## src/rtl/s3g_rx_tx_pkg.sv

```systemverilog
// Shared constants and FSM state encodings for the S3G framed byte link.
// Frame: START_BYTE, length, payload, Dallas/Maxim CRC-8 over the payload.
package s3g_pkg;
    localparam logic [7:0] START_BYTE  = 8'hD5;
    localparam logic [7:0] MAX_PAYLOAD = 8'd8;
    localparam logic [7:0] CRC_POLY    = 8'h8C;

    typedef enum logic [1:0] {RX_IDLE, RX_LEN, RX_PAYLOAD, RX_CRC} rx_state_e;
    typedef enum logic [2:0] {TX_IDLE, TX_START, TX_LEN, TX_PAYLOAD, TX_CRC} tx_state_e;
endpackage

```

## src/rtl/s3g_rx_tx_if.sv

```systemverilog
// Byte-level RX/TX handshake bundle between the framer and its UART/host side.
interface s3g_rx_tx_if;
    logic [7:0] rx_data;
    logic       rx_done;
    logic       rx_ready, rx_crc_error, rx_len_error;
    logic [7:0] rx_len;
    logic [7:0] rx_buf0, rx_buf1, rx_buf2, rx_buf3, rx_buf4, rx_buf5, rx_buf6, rx_buf7;
    logic       packet_wr;
    logic [7:0] payload_len;
    logic [7:0] buf0, buf1, buf2, buf3, buf4, buf5, buf6, buf7;
    logic [7:0] tx_data;
    logic       tx_wr, tx_done, tx_busy;

    modport slave (
        input  rx_data, rx_done, packet_wr, payload_len, tx_done,
               buf0, buf1, buf2, buf3, buf4, buf5, buf6, buf7,
        output rx_ready, rx_crc_error, rx_len_error, rx_len, tx_data, tx_wr, tx_busy,
               rx_buf0, rx_buf1, rx_buf2, rx_buf3, rx_buf4, rx_buf5, rx_buf6, rx_buf7
    );
    modport master (
        output rx_data, rx_done, packet_wr, payload_len, tx_done,
               buf0, buf1, buf2, buf3, buf4, buf5, buf6, buf7,
        input  rx_ready, rx_crc_error, rx_len_error, rx_len, tx_data, tx_wr, tx_busy,
               rx_buf0, rx_buf1, rx_buf2, rx_buf3, rx_buf4, rx_buf5, rx_buf6, rx_buf7
    );
endinterface

```

## src/rtl/s3g_rx_tx_crc8_maxim.sv

```systemverilog
// One-byte Dallas/Maxim CRC-8 step (reflected poly, data consumed LSB first).
module crc8_maxim
    import s3g_pkg::*;
(
    input  logic [7:0] crc,
    input  logic [7:0] data,
    output logic [7:0] next_crc
);
    logic [7:0] c;

    always_comb begin
        c = crc;
        for (int i = 0; i < 8; i++)
            c = (c[0] ^ data[i]) ? ((c >> 1) ^ CRC_POLY) : (c >> 1);
        next_crc = c;
    end
endmodule

```

## src/rtl/s3g_rx_tx.sv

```systemverilog
// Framed packet receiver and transmitter on top of a byte UART; RX and TX
// paths are independent and each keeps its own CRC accumulator.
module s3g_rx_tx
    import s3g_pkg::*;
(
    input  logic        clk,
    input  logic        rst,
    s3g_rx_tx_if.slave  bus
);
    // ---------------- receive path ----------------
    rx_state_e        rx_state;
    logic [3:0]       rx_idx;
    logic [7:0]       rx_crc, rx_crc_nxt, rx_len_q;
    logic [7:0][7:0]  rx_buf;
    logic             rx_ready_q, rx_crc_err_q, rx_len_err_q;

    crc8_maxim u_rx_crc (.crc(rx_crc), .data(bus.rx_data), .next_crc(rx_crc_nxt));

    always_ff @(posedge clk or negedge rst) begin
        if (!rst) begin
            rx_state     <= RX_IDLE;
            rx_idx       <= '0;
            rx_crc       <= '0;
            rx_len_q     <= '0;
            rx_buf       <= '0;
            rx_ready_q   <= 1'b0;
            rx_crc_err_q <= 1'b0;
            rx_len_err_q <= 1'b0;
        end else begin
            rx_ready_q   <= 1'b0;
            rx_crc_err_q <= 1'b0;
            rx_len_err_q <= 1'b0;
            if (bus.rx_done) begin
                case (rx_state)
                    RX_IDLE:
                        if (bus.rx_data == START_BYTE) rx_state <= RX_LEN;
                    RX_LEN:
                        if (bus.rx_data > MAX_PAYLOAD) begin
                            rx_len_err_q <= 1'b1;
                            rx_state     <= RX_IDLE;
                        end else begin
                            rx_len_q <= bus.rx_data;
                            rx_crc   <= '0;
                            rx_idx   <= '0;
                            rx_state <= (bus.rx_data == 8'd0) ? RX_CRC : RX_PAYLOAD;
                        end
                    RX_PAYLOAD: begin
                        rx_buf[rx_idx[2:0]] <= bus.rx_data;
                        rx_crc              <= rx_crc_nxt;
                        rx_idx              <= rx_idx + 4'd1;
                        if (rx_idx == rx_len_q[3:0] - 4'd1) rx_state <= RX_CRC;
                    end
                    RX_CRC: begin
                        if (bus.rx_data == rx_crc) rx_ready_q   <= 1'b1;
                        else                       rx_crc_err_q <= 1'b1;
                        rx_state <= RX_IDLE;
                    end
                    default: rx_state <= RX_IDLE;
                endcase
            end
        end
    end

    assign bus.rx_ready     = rx_ready_q;
    assign bus.rx_crc_error = rx_crc_err_q;
    assign bus.rx_len_error = rx_len_err_q;
    assign bus.rx_len       = rx_len_q;
    assign bus.rx_buf0 = rx_buf[0];
    assign bus.rx_buf1 = rx_buf[1];
    assign bus.rx_buf2 = rx_buf[2];
    assign bus.rx_buf3 = rx_buf[3];
    assign bus.rx_buf4 = rx_buf[4];
    assign bus.rx_buf5 = rx_buf[5];
    assign bus.rx_buf6 = rx_buf[6];
    assign bus.rx_buf7 = rx_buf[7];

    // ---------------- transmit path ----------------
    tx_state_e        tx_state;
    logic [3:0]       tx_idx, tx_len;
    logic [7:0][7:0]  tx_buf;
    logic [7:0]       tx_crc, tx_crc_nxt, tx_data_q;
    logic             tx_wr_q, tx_busy_q;

    // CRC is folded in as each payload byte is handed to the UART, so the
    // accumulator is final by the time the CRC byte is loaded.
    crc8_maxim u_tx_crc (.crc(tx_crc), .data(tx_buf[tx_idx[2:0]]), .next_crc(tx_crc_nxt));

    always_ff @(posedge clk or negedge rst) begin
        if (!rst) begin
            tx_state  <= TX_IDLE;
            tx_idx    <= '0;
            tx_len    <= '0;
            tx_buf    <= '0;
            tx_crc    <= '0;
            tx_data_q <= '0;
            tx_wr_q   <= 1'b0;
            tx_busy_q <= 1'b0;
        end else begin
            tx_wr_q <= 1'b0;
            case (tx_state)
                TX_IDLE:
                    if (bus.packet_wr && bus.payload_len <= MAX_PAYLOAD) begin
                        tx_len    <= bus.payload_len[3:0];
                        tx_buf    <= {bus.buf7, bus.buf6, bus.buf5, bus.buf4,
                                      bus.buf3, bus.buf2, bus.buf1, bus.buf0};
                        tx_crc    <= '0;
                        tx_idx    <= '0;
                        tx_data_q <= START_BYTE;
                        tx_wr_q   <= 1'b1;
                        tx_busy_q <= 1'b1;
                        tx_state  <= TX_START;
                    end
                TX_START:
                    if (bus.tx_done) begin
                        tx_data_q <= {4'd0, tx_len};
                        tx_wr_q   <= 1'b1;
                        tx_state  <= TX_LEN;
                    end
                // tx_idx is still 0 in LEN, so both states share the load step
                TX_LEN, TX_PAYLOAD:
                    if (bus.tx_done) begin
                        tx_wr_q <= 1'b1;
                        if (tx_idx == tx_len) begin
                            tx_data_q <= tx_crc;
                            tx_state  <= TX_CRC;
                        end else begin
                            tx_data_q <= tx_buf[tx_idx[2:0]];
                            tx_crc    <= tx_crc_nxt;
                            tx_idx    <= tx_idx + 4'd1;
                            tx_state  <= TX_PAYLOAD;
                        end
                    end
                TX_CRC:
                    if (bus.tx_done) begin
                        tx_busy_q <= 1'b0;
                        tx_state  <= TX_IDLE;
                    end
                default: tx_state <= TX_IDLE;
            endcase
        end
    end

    assign bus.tx_data = tx_data_q;
    assign bus.tx_wr   = tx_wr_q;
    assign bus.tx_busy = tx_busy_q;
endmodule

```

## src/flat_wrapper.sv

```systemverilog
// flat-port wrapper written by rule: the top's interface ports become plain ports
module s3g_rx_tx_flat import s3g_pkg::*;
  (clk, rst, bus_rx_data, bus_rx_done, bus_packet_wr, bus_payload_len, bus_tx_done, bus_buf0, bus_buf1, bus_buf2, bus_buf3, bus_buf4, bus_buf5, bus_buf6, bus_buf7, bus_rx_ready, bus_rx_crc_error, bus_rx_len_error, bus_rx_len, bus_tx_data, bus_tx_wr, bus_tx_busy, bus_rx_buf0, bus_rx_buf1, bus_rx_buf2, bus_rx_buf3, bus_rx_buf4, bus_rx_buf5, bus_rx_buf6, bus_rx_buf7);
  s3g_rx_tx_if bus_i ();
  input  logic clk;
  input  logic rst;
  input wire logic [$bits(bus_i.rx_data)-1:0] bus_rx_data;
  input wire logic [$bits(bus_i.rx_done)-1:0] bus_rx_done;
  input wire logic [$bits(bus_i.packet_wr)-1:0] bus_packet_wr;
  input wire logic [$bits(bus_i.payload_len)-1:0] bus_payload_len;
  input wire logic [$bits(bus_i.tx_done)-1:0] bus_tx_done;
  input wire logic [$bits(bus_i.buf0)-1:0] bus_buf0;
  input wire logic [$bits(bus_i.buf1)-1:0] bus_buf1;
  input wire logic [$bits(bus_i.buf2)-1:0] bus_buf2;
  input wire logic [$bits(bus_i.buf3)-1:0] bus_buf3;
  input wire logic [$bits(bus_i.buf4)-1:0] bus_buf4;
  input wire logic [$bits(bus_i.buf5)-1:0] bus_buf5;
  input wire logic [$bits(bus_i.buf6)-1:0] bus_buf6;
  input wire logic [$bits(bus_i.buf7)-1:0] bus_buf7;
  output wire logic [$bits(bus_i.rx_ready)-1:0] bus_rx_ready;
  output wire logic [$bits(bus_i.rx_crc_error)-1:0] bus_rx_crc_error;
  output wire logic [$bits(bus_i.rx_len_error)-1:0] bus_rx_len_error;
  output wire logic [$bits(bus_i.rx_len)-1:0] bus_rx_len;
  output wire logic [$bits(bus_i.tx_data)-1:0] bus_tx_data;
  output wire logic [$bits(bus_i.tx_wr)-1:0] bus_tx_wr;
  output wire logic [$bits(bus_i.tx_busy)-1:0] bus_tx_busy;
  output wire logic [$bits(bus_i.rx_buf0)-1:0] bus_rx_buf0;
  output wire logic [$bits(bus_i.rx_buf1)-1:0] bus_rx_buf1;
  output wire logic [$bits(bus_i.rx_buf2)-1:0] bus_rx_buf2;
  output wire logic [$bits(bus_i.rx_buf3)-1:0] bus_rx_buf3;
  output wire logic [$bits(bus_i.rx_buf4)-1:0] bus_rx_buf4;
  output wire logic [$bits(bus_i.rx_buf5)-1:0] bus_rx_buf5;
  output wire logic [$bits(bus_i.rx_buf6)-1:0] bus_rx_buf6;
  output wire logic [$bits(bus_i.rx_buf7)-1:0] bus_rx_buf7;
  assign bus_i.rx_data = bus_rx_data;
  assign bus_i.rx_done = bus_rx_done;
  assign bus_i.packet_wr = bus_packet_wr;
  assign bus_i.payload_len = bus_payload_len;
  assign bus_i.tx_done = bus_tx_done;
  assign bus_i.buf0 = bus_buf0;
  assign bus_i.buf1 = bus_buf1;
  assign bus_i.buf2 = bus_buf2;
  assign bus_i.buf3 = bus_buf3;
  assign bus_i.buf4 = bus_buf4;
  assign bus_i.buf5 = bus_buf5;
  assign bus_i.buf6 = bus_buf6;
  assign bus_i.buf7 = bus_buf7;
  assign bus_rx_ready = bus_i.rx_ready;
  assign bus_rx_crc_error = bus_i.rx_crc_error;
  assign bus_rx_len_error = bus_i.rx_len_error;
  assign bus_rx_len = bus_i.rx_len;
  assign bus_tx_data = bus_i.tx_data;
  assign bus_tx_wr = bus_i.tx_wr;
  assign bus_tx_busy = bus_i.tx_busy;
  assign bus_rx_buf0 = bus_i.rx_buf0;
  assign bus_rx_buf1 = bus_i.rx_buf1;
  assign bus_rx_buf2 = bus_i.rx_buf2;
  assign bus_rx_buf3 = bus_i.rx_buf3;
  assign bus_rx_buf4 = bus_i.rx_buf4;
  assign bus_rx_buf5 = bus_i.rx_buf5;
  assign bus_rx_buf6 = bus_i.rx_buf6;
  assign bus_rx_buf7 = bus_i.rx_buf7;
  s3g_rx_tx u_core (.clk(clk), .rst(rst), .bus(bus_i));
endmodule
```

## config.mk

```make
export PLATFORM = sky130hd
export DESIGN_NAME = s3g_rx_tx_flat
export DESIGN_NICKNAME = d
export VERILOG_FILES = /design/src/rtl/s3g_rx_tx_pkg.sv /design/src/rtl/s3g_rx_tx_if.sv /design/src/rtl/s3g_rx_tx_crc8_maxim.sv /design/src/rtl/s3g_rx_tx.sv /design/src/flat_wrapper.sv
export SDC_FILE = /design/constraint.sdc
export NUM_CORES = 1
export LEC_CHECK = 0
export CAP_MARGIN = 25
export CORE_AREA = 2 2 120 134
export DETAILED_ROUTE_END_ITERATION = 8
export DIE_AREA = 0 0 122 136
export GPL_TIMING_DRIVEN = 1
export PLACE_DENSITY = 0.83
export SYNTH_ARGS = -nofsm -noshare
export SYNTH_HDL_FRONTEND = slang
export SYNTH_SLANG_ARGS = --single-unit
```

## constraint.sdc

```tcl
create_clock -name clk -period 4.5 [get_ports clk]
set_input_delay 0.9 -clock clk [delete_from_list [all_inputs] [get_ports clk]]
set_output_delay 0.9 -clock clk [all_outputs]
set_load 0.05 [all_outputs]
```

Yosys cells after proc, flatten, opt, wreduce, memory -nomap -nowiden --
Index checks and enable logic that the tools add are counted. W data, S select, Z words.
Word-level totals: flip-flop bits (word level) 182, bits of input ports 85, output and inout bits 85
Operators by class: add/sub/neg operators 3, magnitude comparators 5, equal/unequal tests 19, mux-type cells 64, bitwise logic cells 33, reductions and logical operators 20
Operators by type and width (number):
- $mux W8 | 26
- $bwmux W64 | 1
- $not A2 Y3 | 16
- $pmux W8 S2 | 2
- $bmux W8 S3 | 1
- $demux W8 S3 | 1
- $pmux W8 S3 | 1
- $mux W4 | 4
- $pmux W4 S2 | 2
- $xor A1 B1 Y1 | 16
- $mux W3 | 5
- $mux W1 | 14
- $pmux W3 S4 | 1
- $reduce_and A3 Y1 | 4
- $reduce_and A4 Y1 | 3
- $ne A2 B2 Y1 const B | 5
- $add A4 B1 Y4 const B | 2
- $eq A4 B4 Y1 | 2
- $eq A8 B8 Y1 | 1
- $eq A8 B8 Y1 const B | 1
- $gt A8 B4 Y1 const B | 1
- $le A8 B4 Y1 const B | 1
- $logic_not A8 Y1 | 1
- $lt A3 B4 Y1 const B | 2
- other kinds (20) | 31

Depth between registers and ports, before layout --
Gate-level depths: netlist of run 1.
depth in word-level cells 21, gate-level depth with buffers 10, mapped depth without buffers 7

Cells and area by module --
A second synthesis of run 1 with hierarchy kept.
Second synthesis, totals: cell total of the unflattened synthesis 779, area, all modules 8460.6 sq um
By module, submodules not included:
- s3g_rx_tx | instances 1, cells each 737, area an instance 7990.2 sq um, seq. area each 4554.4 sq um
- crc8_maxim | instances 2, cells each 21, area an instance 235.2 sq um, seq. area each 0.0 sq um

Worst setup path before layout of run 1 --
No wires, ideal clock.
path type register to register, from register u_core.tx_idx[0], to register u_core.tx_crc[2], arrival 2419 ps, required time 4379 ps, slack 1960 ps, cell stages (with the launch flop) 8, buffers on the path 1, path through dfrtp_1 > buf_6 > mux2_1 > mux4_2 > xnor2_4 > xnor3_2 > xnor3_1 > a22o_1
On the way: cells in the longest elaborated chain, start to end 17, elaborated cells on any way between the ends 28, classes of those cells 2 x eq/ne; 13 x mux; 12 x bitwise; 1 x reduce/logical
Ends and longest elaborated chain:
- from (decl) | RTL line s3g_rx_tx.sv:79 | logic [3:0] tx_idx, tx_len;
- from (signal assigned) | RTL line s3g_rx_tx.sv:129 | tx_idx <= tx_idx + 4'd1;
- $bmux W8 S3 | RTL line s3g_rx_tx.sv:86 | crc8_maxim u_tx_crc (.crc(tx_crc), .data(tx_buf[tx_idx[2:0]]), .next_crc(tx_crc_nxt));
- $mux W8 (implied by the code) | RTL line s3g_rx_tx.sv:86
- $xor A1 B1 Y1 | RTL line s3g_rx_tx_crc8_maxim.sv:14 | c = (c[0] ^ data[i]) ? ((c >> 1) ^ CRC_POLY) : (c >> 1);
- $mux W8 | RTL line s3g_rx_tx_crc8_maxim.sv:14
- $mux W8 or $not A2 Y3 (tied branches)
- $mux W8 | RTL line s3g_rx_tx_crc8_maxim.sv:14
- $xor A1 B1 Y1 or $mux W8 (tied branches) | RTL line s3g_rx_tx_crc8_maxim.sv:14
- $mux W8 | RTL line s3g_rx_tx_crc8_maxim.sv:14
- $mux W8, or another cell as far along | RTL line s3g_rx_tx_crc8_maxim.sv:14
- $mux W8 | RTL line s3g_rx_tx_crc8_maxim.sv:14
- $xor A1 B1 Y1 or $mux W8 (tied branches) | RTL line s3g_rx_tx_crc8_maxim.sv:14
- $mux W8 | RTL line s3g_rx_tx_crc8_maxim.sv:14
- $not A2 Y3 (no line) or $xor A1 B1 Y1 (tied branches)
- $mux W8 | RTL line s3g_rx_tx_crc8_maxim.sv:14
- $mux W8 | RTL line s3g_rx_tx.sv:123 | if (tx_idx == tx_len) begin
- $mux W8 | RTL line s3g_rx_tx.sv:121 | if (bus.tx_done) begin
- $pmux W8 S2 | RTL line s3g_rx_tx.sv:100 | case (tx_state)
- to (signal assigned) | RTL line s3g_rx_tx.sv:128 | tx_crc <= tx_crc_nxt;
- to (decl) | RTL line s3g_rx_tx.sv:81 | logic [7:0] tx_crc, tx_crc_nxt, tx_data_q;
Parallel ways exist; a longest one is shown, timed or not. The select of a mux whose other input is x is not followed. A chain may end at the register's enable or synchronous reset.

Worst setup path in the final report of run 1 --
from register u_core.tx_idx[1], to register u_core.tx_crc[2]
The elaborated chain is that of the path after synthesis.

==> flow_metrics.py, run 1 <==
metrics = {
    "outcome": {
        "status": "complete, no violations",
    },
    "synthesis": {
        "synthArstFlopShare": 1.00,
        "synth_seq_cells": 182,
        "synth_top_area_frac": 0.556,
        "yosysTopAreaCell": "dfrtp_1",
        "synth_ff_type": "dfrtp_1",
        "syn_area_um2": 8200,
        "syn_nets": 828,
        "yosys_warnings": 0,
        "yosysSeqAreaShare": 0.556,
        "synth_edf_count": 0,
        "ys_types": 51,
        "synthCells": 740,
        "synth_area_leaders": "dfrtp_1 (56%), nand2_1 (11%), mux2_2 (9.6%)",
        "synth.avg_cell_area_um2": 11.1,
    },
    "global_route": {
        "grt_max_degree": 110,
        "antenna_found_initial": 1,
        "first_global_vias": 6245,
        "gr-total-overflow": 0,
        "grt_pass1_wl_um": 32300,
        "grt_use_total": 0.256,
    },
    "cts": {
        "root_buffer": "clkbuf_16",
        "clk_latency_ns": 0.43,
        "cts-htree-levels": 4,
        "ctsResizeCount": 0,
        "cts_post_setup_buffers_inserted": 0,
        "cts_tree": "yes",
        "clkTransAtPathRegs_ns": 0.07,
        "cts_made_buffers": 17,
        "cts_sinks": 182,
        "clk_path_buf_depth": 2,
        "postCtsHoldBufs": 0,
    },
    "power_and_ir_drop": {
        "p_per_area_nw_per_um2": 601,
        "irDropWorstVdd_uv": 357,
        "power_mw": 6.41,
        "p_leak_nw": 5.07,
    },
    "critical_path": {
        "required_ns": 4.81,
        "path_class": "reg -> reg",
        "worstPathMaxFanout": 14,
        "crit_path_end_kind": "flip-flop",
        "cp-start-kind": "flip-flop",
        "arrival_ns": 3.41,
    },
    "route": {
        "vias": 6025,
        "wirelength_um": 20200,
        "first_pass_iters": 4,
        "ant_nets": 0,
        "post_drt_wl_per_cell_um": 18.1,
        "drc_errors": 0,
        "drt_iter0_markers": 516,
        "routed_via_density": 5.41,
    },
    "timing": {
        "fin_skew_ns": 0.00780,
        "worst_pin_slew_ns": 0.768,
        "fin_crit_sh": 0.688,
        "clock.fmax_ghz": 0.323,
        "final_hold_viol_count": 0,
        "setup_viol": 0,
        "fin_tns_setup_ns": 0,
        "relSlewSlack": 0.488,
        "rsz0062_at_grt": "false",
        "maxSlewViolCount": 0,
        "period_needed_ns": 3.10,
    },
    "placement": {
        "dp_hpwl_um": 13600,
        "io_buffers": 169,
        "place_congestion": 0.879,
    },
    "finish": {
        "drive_above_1_share": 0.141,
        "area_growth_pct": 30.0,
        "nets": 988,
    },
    "flow_run": {
        "cap_violations": 0,
    },
    "worst_hold_path": {
        "hp-class": "in -> async",
    },
    "floorplan": {
        "die_w_um": 122,
        "start_util": 0.535,
        "coreArea_um2": 15300,
        "io_pins": 170,
        "dieArea_um2": 16600,
        "rows": 48,
        "fp.dieH_um": 136,
    },
}
cells in the mapped netlist (all sizes together), types with 2 or more instances:
cell type,number
nand2,234
dfrtp,182
mux2,73
clkbuf,32
xnor2,31
o21ai,25
nor2,23
xor2,16
mux2i,14
a22o,13
mux4,10
a21oi,9
buf,8
and2,7
nand3,7
xnor3,6
nor2b,5
inv,4
nand3b,4
nand4,4
nor3,4
ha,3
nor3b,3
nor4,3
a221oi,2
and4b,2
nand2b,2
or3,2
worst paths after layout:
kind	cells after the start	slack, ns	start	to
worst max-delay path	7	1.40	u_core.tx_idx[1]	u_core.tx_crc[2]
worst min-delay path	1	0.25	rst	u_core.tx_buf[10]
worst max register to register	7	1.40	u_core.tx_idx[1]	u_core.tx_crc[2]
worst min register to register	2	0.48	u_core.tx_buf[39]	u_core.tx_buf[39]
max in group asynchronous	3	3.17	rst	u_core.bus.rx_buf3[7]
min in group clk	2	0.48	u_core.tx_buf[39]	u_core.tx_buf[39]
cells by family (layout without fill, tap and decap cells):
kind of cell	after synthesis	after routing	synth area share
other cells	0	1	0
simple gates	306	306	0.158
buf+inv	44	216	0.0238
mux	97	97	0.146
flops	182	182	0.556
fa+ha+maj	3	3	0.00458
xor+xnor	53	53	0.0693
compound gates	55	55	0.0426
worst max-delay path: stages, from the launching register on:
cell and delay [ns]:
dfrtp_1 0.67, buf_4 0.33, mux2_2 0.35, mux4_2 0.51
xnor2_1 0.29, xnor3_2 0.44, xnor3_1 0.19, a22o_1 0.20
where the power goes:
| group | internal (mW) | switching (mW) |
|---|---|---|
| registers | 2.03 | 0.350 |
| clock network | 0.842 | 0.608 |
| logic | 1.25 | 1.33 |
routing by layer:
layer | GRT usage | up-vias | part of all wire
met5 | 0 | - | 0
met4 | 0.0907 | 0 | 0.018
met3 | 0.0831 | 26 | 0.082
met2 | 0.434 | 204 | 0.50
met1 | 0.306 | 2991 | 0.40
li1 | - | 2804 | -
flip-flops by register name, summed over array words and instances (netlist names), 3 cells and up, named ones only:
signal / cells
u_core.bus.rx_buf1: 8
u_core.rx_idx: 4
u_core.tx_crc: 8
u_core.bus.tx_data: 8
u_core.bus.rx_len: 8
u_core.bus.rx_buf4: 8
u_core.bus.rx_buf0: 8
u_core.tx_idx: 4
u_core.bus.rx_buf3: 8
u_core.rx_crc: 8
u_core.bus.rx_buf7: 8
u_core.tx_len: 4
u_core.tx_buf: 64
u_core.tx_state: 3
u_core.bus.rx_buf6: 8
u_core.bus.rx_buf5: 8
u_core.bus.rx_buf2: 8
cells in the final DEF (no fill, tap or decap), types with 14 or more instances in the layout:
master / synthesis / routed
clkdlybuf4s50_1: 0 / 168
xnor2_1: 30 / 30
dfrtp_1: 182 / 182
xor2_1: 16 / 16
o21ai_0: 24 / 24
nor2_1: 23 / 23
mux2_2: 70 / 70
nand2_1: 234 / 234
clkbuf_16: 0 / 17
mux2i_1: 14 / 14
layout make-up:
cell class	instances	area (um2)
clock inverter	8	100
antenna	1	2.50
sequential	182	4550
inverter	4	15.0
multi-input combinational	514	3450
tap	200	250
timing repair buffer	181	1820
fill	1125	4660
clock buffer	23	468
stage by stage:
step	instance area, um2	worst slack (ns)	utilization	instances	hold WS [ns]
3_5_place_dp	10100	1.20	0.657	1080	0.461
5_1_grt	10700	1.27	0.696	1112	0.237
3_3_place_gp	10100	1.27	0.657	1080	0.451
4_1_cts	10600	1.41	0.694	1111	0.482
2_1_floorplan	8200	1.96	-	740	0.437
6_report	10700	1.40	0.696	1113	0.252
(Power assumes the default switching activity.)
==> run 2, diff against run 1 <==
Settings changed: CORE_AREA 2 2 120 134 to 2 2 124 138, DIE_AREA 0 0 122 136 to 0 0 126 140, PLACE_DENSITY 0.83 to 0.79.
Clock period 4.5 ns to 2.9 ns, I/O delays scaled along.
==> flow_metrics.py, run 2 (synthesis results as in run 1) <==
metrics = {
    "floorplan": {
        "coreArea_um2": 16200,
        "fp.dieH_um": 140,
        "rows": 49,
        "start_util": 0.506,
        "io_pins": 170,
        "dieArea_um2": 17600,
        "die_w_um": 126,
    },
    "power_and_ir_drop": {
        "power_frac_comb": 0.409,
        "irDropWorstVdd_uv": 477,
        "p_leak_nw": 5.17,
        "seq_power_share": 0.362,
        "power_mw": 9.98,
        "intPower_mw": 6.39,
        "clkPwrFrac": 0.229,
        "switching_power_mw": 3.60,
        "p_per_area_nw_per_um2": 925,
        "swShare": 0.360,
    },
    "finish": {
        "nets": 1003,
        "finalNonFillerCells": 1132,
        "filler_cell_count": 1225,
        "largest_reg_flops": 64,
        "area_growth_pct": 31.7,
        "final_cell_mix": "nand2_1 (234), dfrtp_1 (182), clkdlybuf4s50_1 (168), mux2_2 (70), xnor2_1 (30)",
        "drive_above_1_share": 0.161,
        "mostFrequentLayoutCell": "nand2_1",
        "antennaDiodeCount": 0,
        "top_register": "u_core.tx_buf",
    },
    "global_route": {
        "antenna_found_initial": 0,
        "gr-total-overflow": 0,
        "grt_use_total": 0.238,
        "first_global_vias": 6316,
        "grt_max_degree": 74,
        "grt_pass1_wl_um": 33200,
    },
    "worst_hold_path": {
        "hp-class": "in -> async",
    },
    "timing": {
        "maxSlewViolCount": 0,
        "fin_tns_setup_ns": 0,
        "fin_crit_sh": 0.945,
        "final_hold_viol_count": 0,
        "clock.fmax_ghz": 0.365,
        "period_needed_ns": 2.74,
        "relSlewSlack": 0.615,
        "worst_pin_slew_ns": 0.576,
        "rsz0062_at_grt": "false",
        "setup_viol": 0,
        "fin_skew_ns": 0.00785,
    },
    "cts": {
        "cts_sinks": 182,
        "cts_made_buffers": 17,
        "cts-htree-levels": 4,
        "root_buffer": "clkbuf_16",
        "postCtsHoldBufs": 0,
        "cts_tree": "yes",
        "clk_path_buf_depth": 2,
        "ctsResizeCount": 0,
        "clk_latency_ns": 0.43,
        "clkTransAtPathRegs_ns": 0.07,
        "cts_post_setup_buffers_inserted": 0,
    },
    "route": {
        "post_drt_wl_per_cell_um": 18.0,
        "wl_met2_um": 9920,
        "drt_iter0_markers": 443,
        "m1WireLength_um": 8420,
        "wl_met3_um": 1700,
        "wirelength_um": 20400,
        "drc_errors": 0,
        "routed_via_density": 5.32,
        "top_layer_used": "met4",
        "vias": 6025,
        "ant_nets": 0,
        "first_pass_iters": 4,
    },
    "placement": {
        "dpl.cell_count": 1100,
        "place_congestion": 0.811,
        "dp_hpwl_um": 14100,
        "io_buffers": 169,
    },
    "critical_path": {
        "crit_family": "multiplexers",
        "crit_path_end_kind": "flip-flop",
        "path_class": "reg -> reg",
        "arrival_ns": 3.05,
        "worstPathMaxFanout": 12,
        "cp_slowest_stage_delay_ns": 0.55,
        "slowest_stage": "mux4_2",
        "cp_cell_sequence": "buf_4 -> mux2_1 -> mux4_2 -> xnor2_4 -> xnor3_2 -> xor2_1 -> a22o_1",
        "cp-start-kind": "flip-flop",
        "required_ns": 3.21,
        "path_buf_inv": 1,
    },
    "outcome": {
        "status": "complete, no violations",
    },
    "flow_run": {
        "cap_violations": 0,
    },
}
## run 2: cell count changes in the layout (fill, tap and decap cells not counted), moves of 2 or more
cell	previous run	this run
inv_6	0	3
buf_12	1	3
clkbuf_1	4	0
buf_4	10	24
clkinv_4	0	3
clkinvlp_4	4	2
## run 2: cell type report
cell class	count	area, um2	area share
Sequential cell	182	4550	0.422
Multi-Input combinational cell	514	3450	0.320
Timing Repair Buffer	196	1930	0.179
Clock buffer	20	467	0.0432
Tap cell	204	255	0.0236
Clock inverter	12	119	0.0110
Inverter	4	15.0	0.00139
## run 2: final timing paths
check | start | slack [ns] | cells after the start | to
max | u_core.tx_idx[0] | 0.16 | 7 | u_core.tx_crc[6]
min reg2reg | u_core.tx_buf[2] | 0.47 | 2 | u_core.tx_buf[2]
min in group clk | u_core.tx_buf[2] | 0.47 | 2 | u_core.tx_buf[2]
min | rst | 0.12 | 1 | u_core.tx_buf[26]
max in group asynchronous | rst | 1.93 | 2 | u_core.bus.rx_buf3[5]
max reg2reg | u_core.tx_idx[0] | 0.16 | 7 | u_core.tx_crc[6]
## run 2: metal layers
layer,vias up,GRT usage
li1,2825,-
met1,3001,0.303
met2,179,0.389
met3,20,0.0798
met4,0,0.0671
met5,-,0
## run 2: power by group through the flow
| stage | clock (mW) | sequential (mW) | combinational [mW] |
|---|---|---|---|
| detailed placement | 0 | 3.64 | 4.07 |
| global placement | 0 | 3.62 | 3.97 |
| global route | 2.42 | 3.69 | 4.43 |
| finish | 2.29 | 3.61 | 4.08 |
| CTS | 2.32 | 3.61 | 4.10 |
| floorplan | 0 | 4.08 | 2.53 |
## run 2: metrics by stage
step,util,setup WS (ns),cell area (um2),hold WS (ns)
floorplan,-,0.360,8200,0.284
global placement,0.631,0.221,10200,0.454
detailed placement,0.631,0.172,10200,0.458
CTS,0.667,0.159,10800,0.139
global route,0.667,0.0339,10800,0.157
finish,0.667,0.161,10800,0.120
## run 2: worst reg2reg max path, cell delays in order, from the launching register on
cell     delay [ns]
dfrtp_1        0.34
buf_4          0.24
mux2_1         0.37
mux4_2         0.55
xnor2_4        0.22
xnor3_2        0.50
xor2_1         0.18
a22o_1         0.22
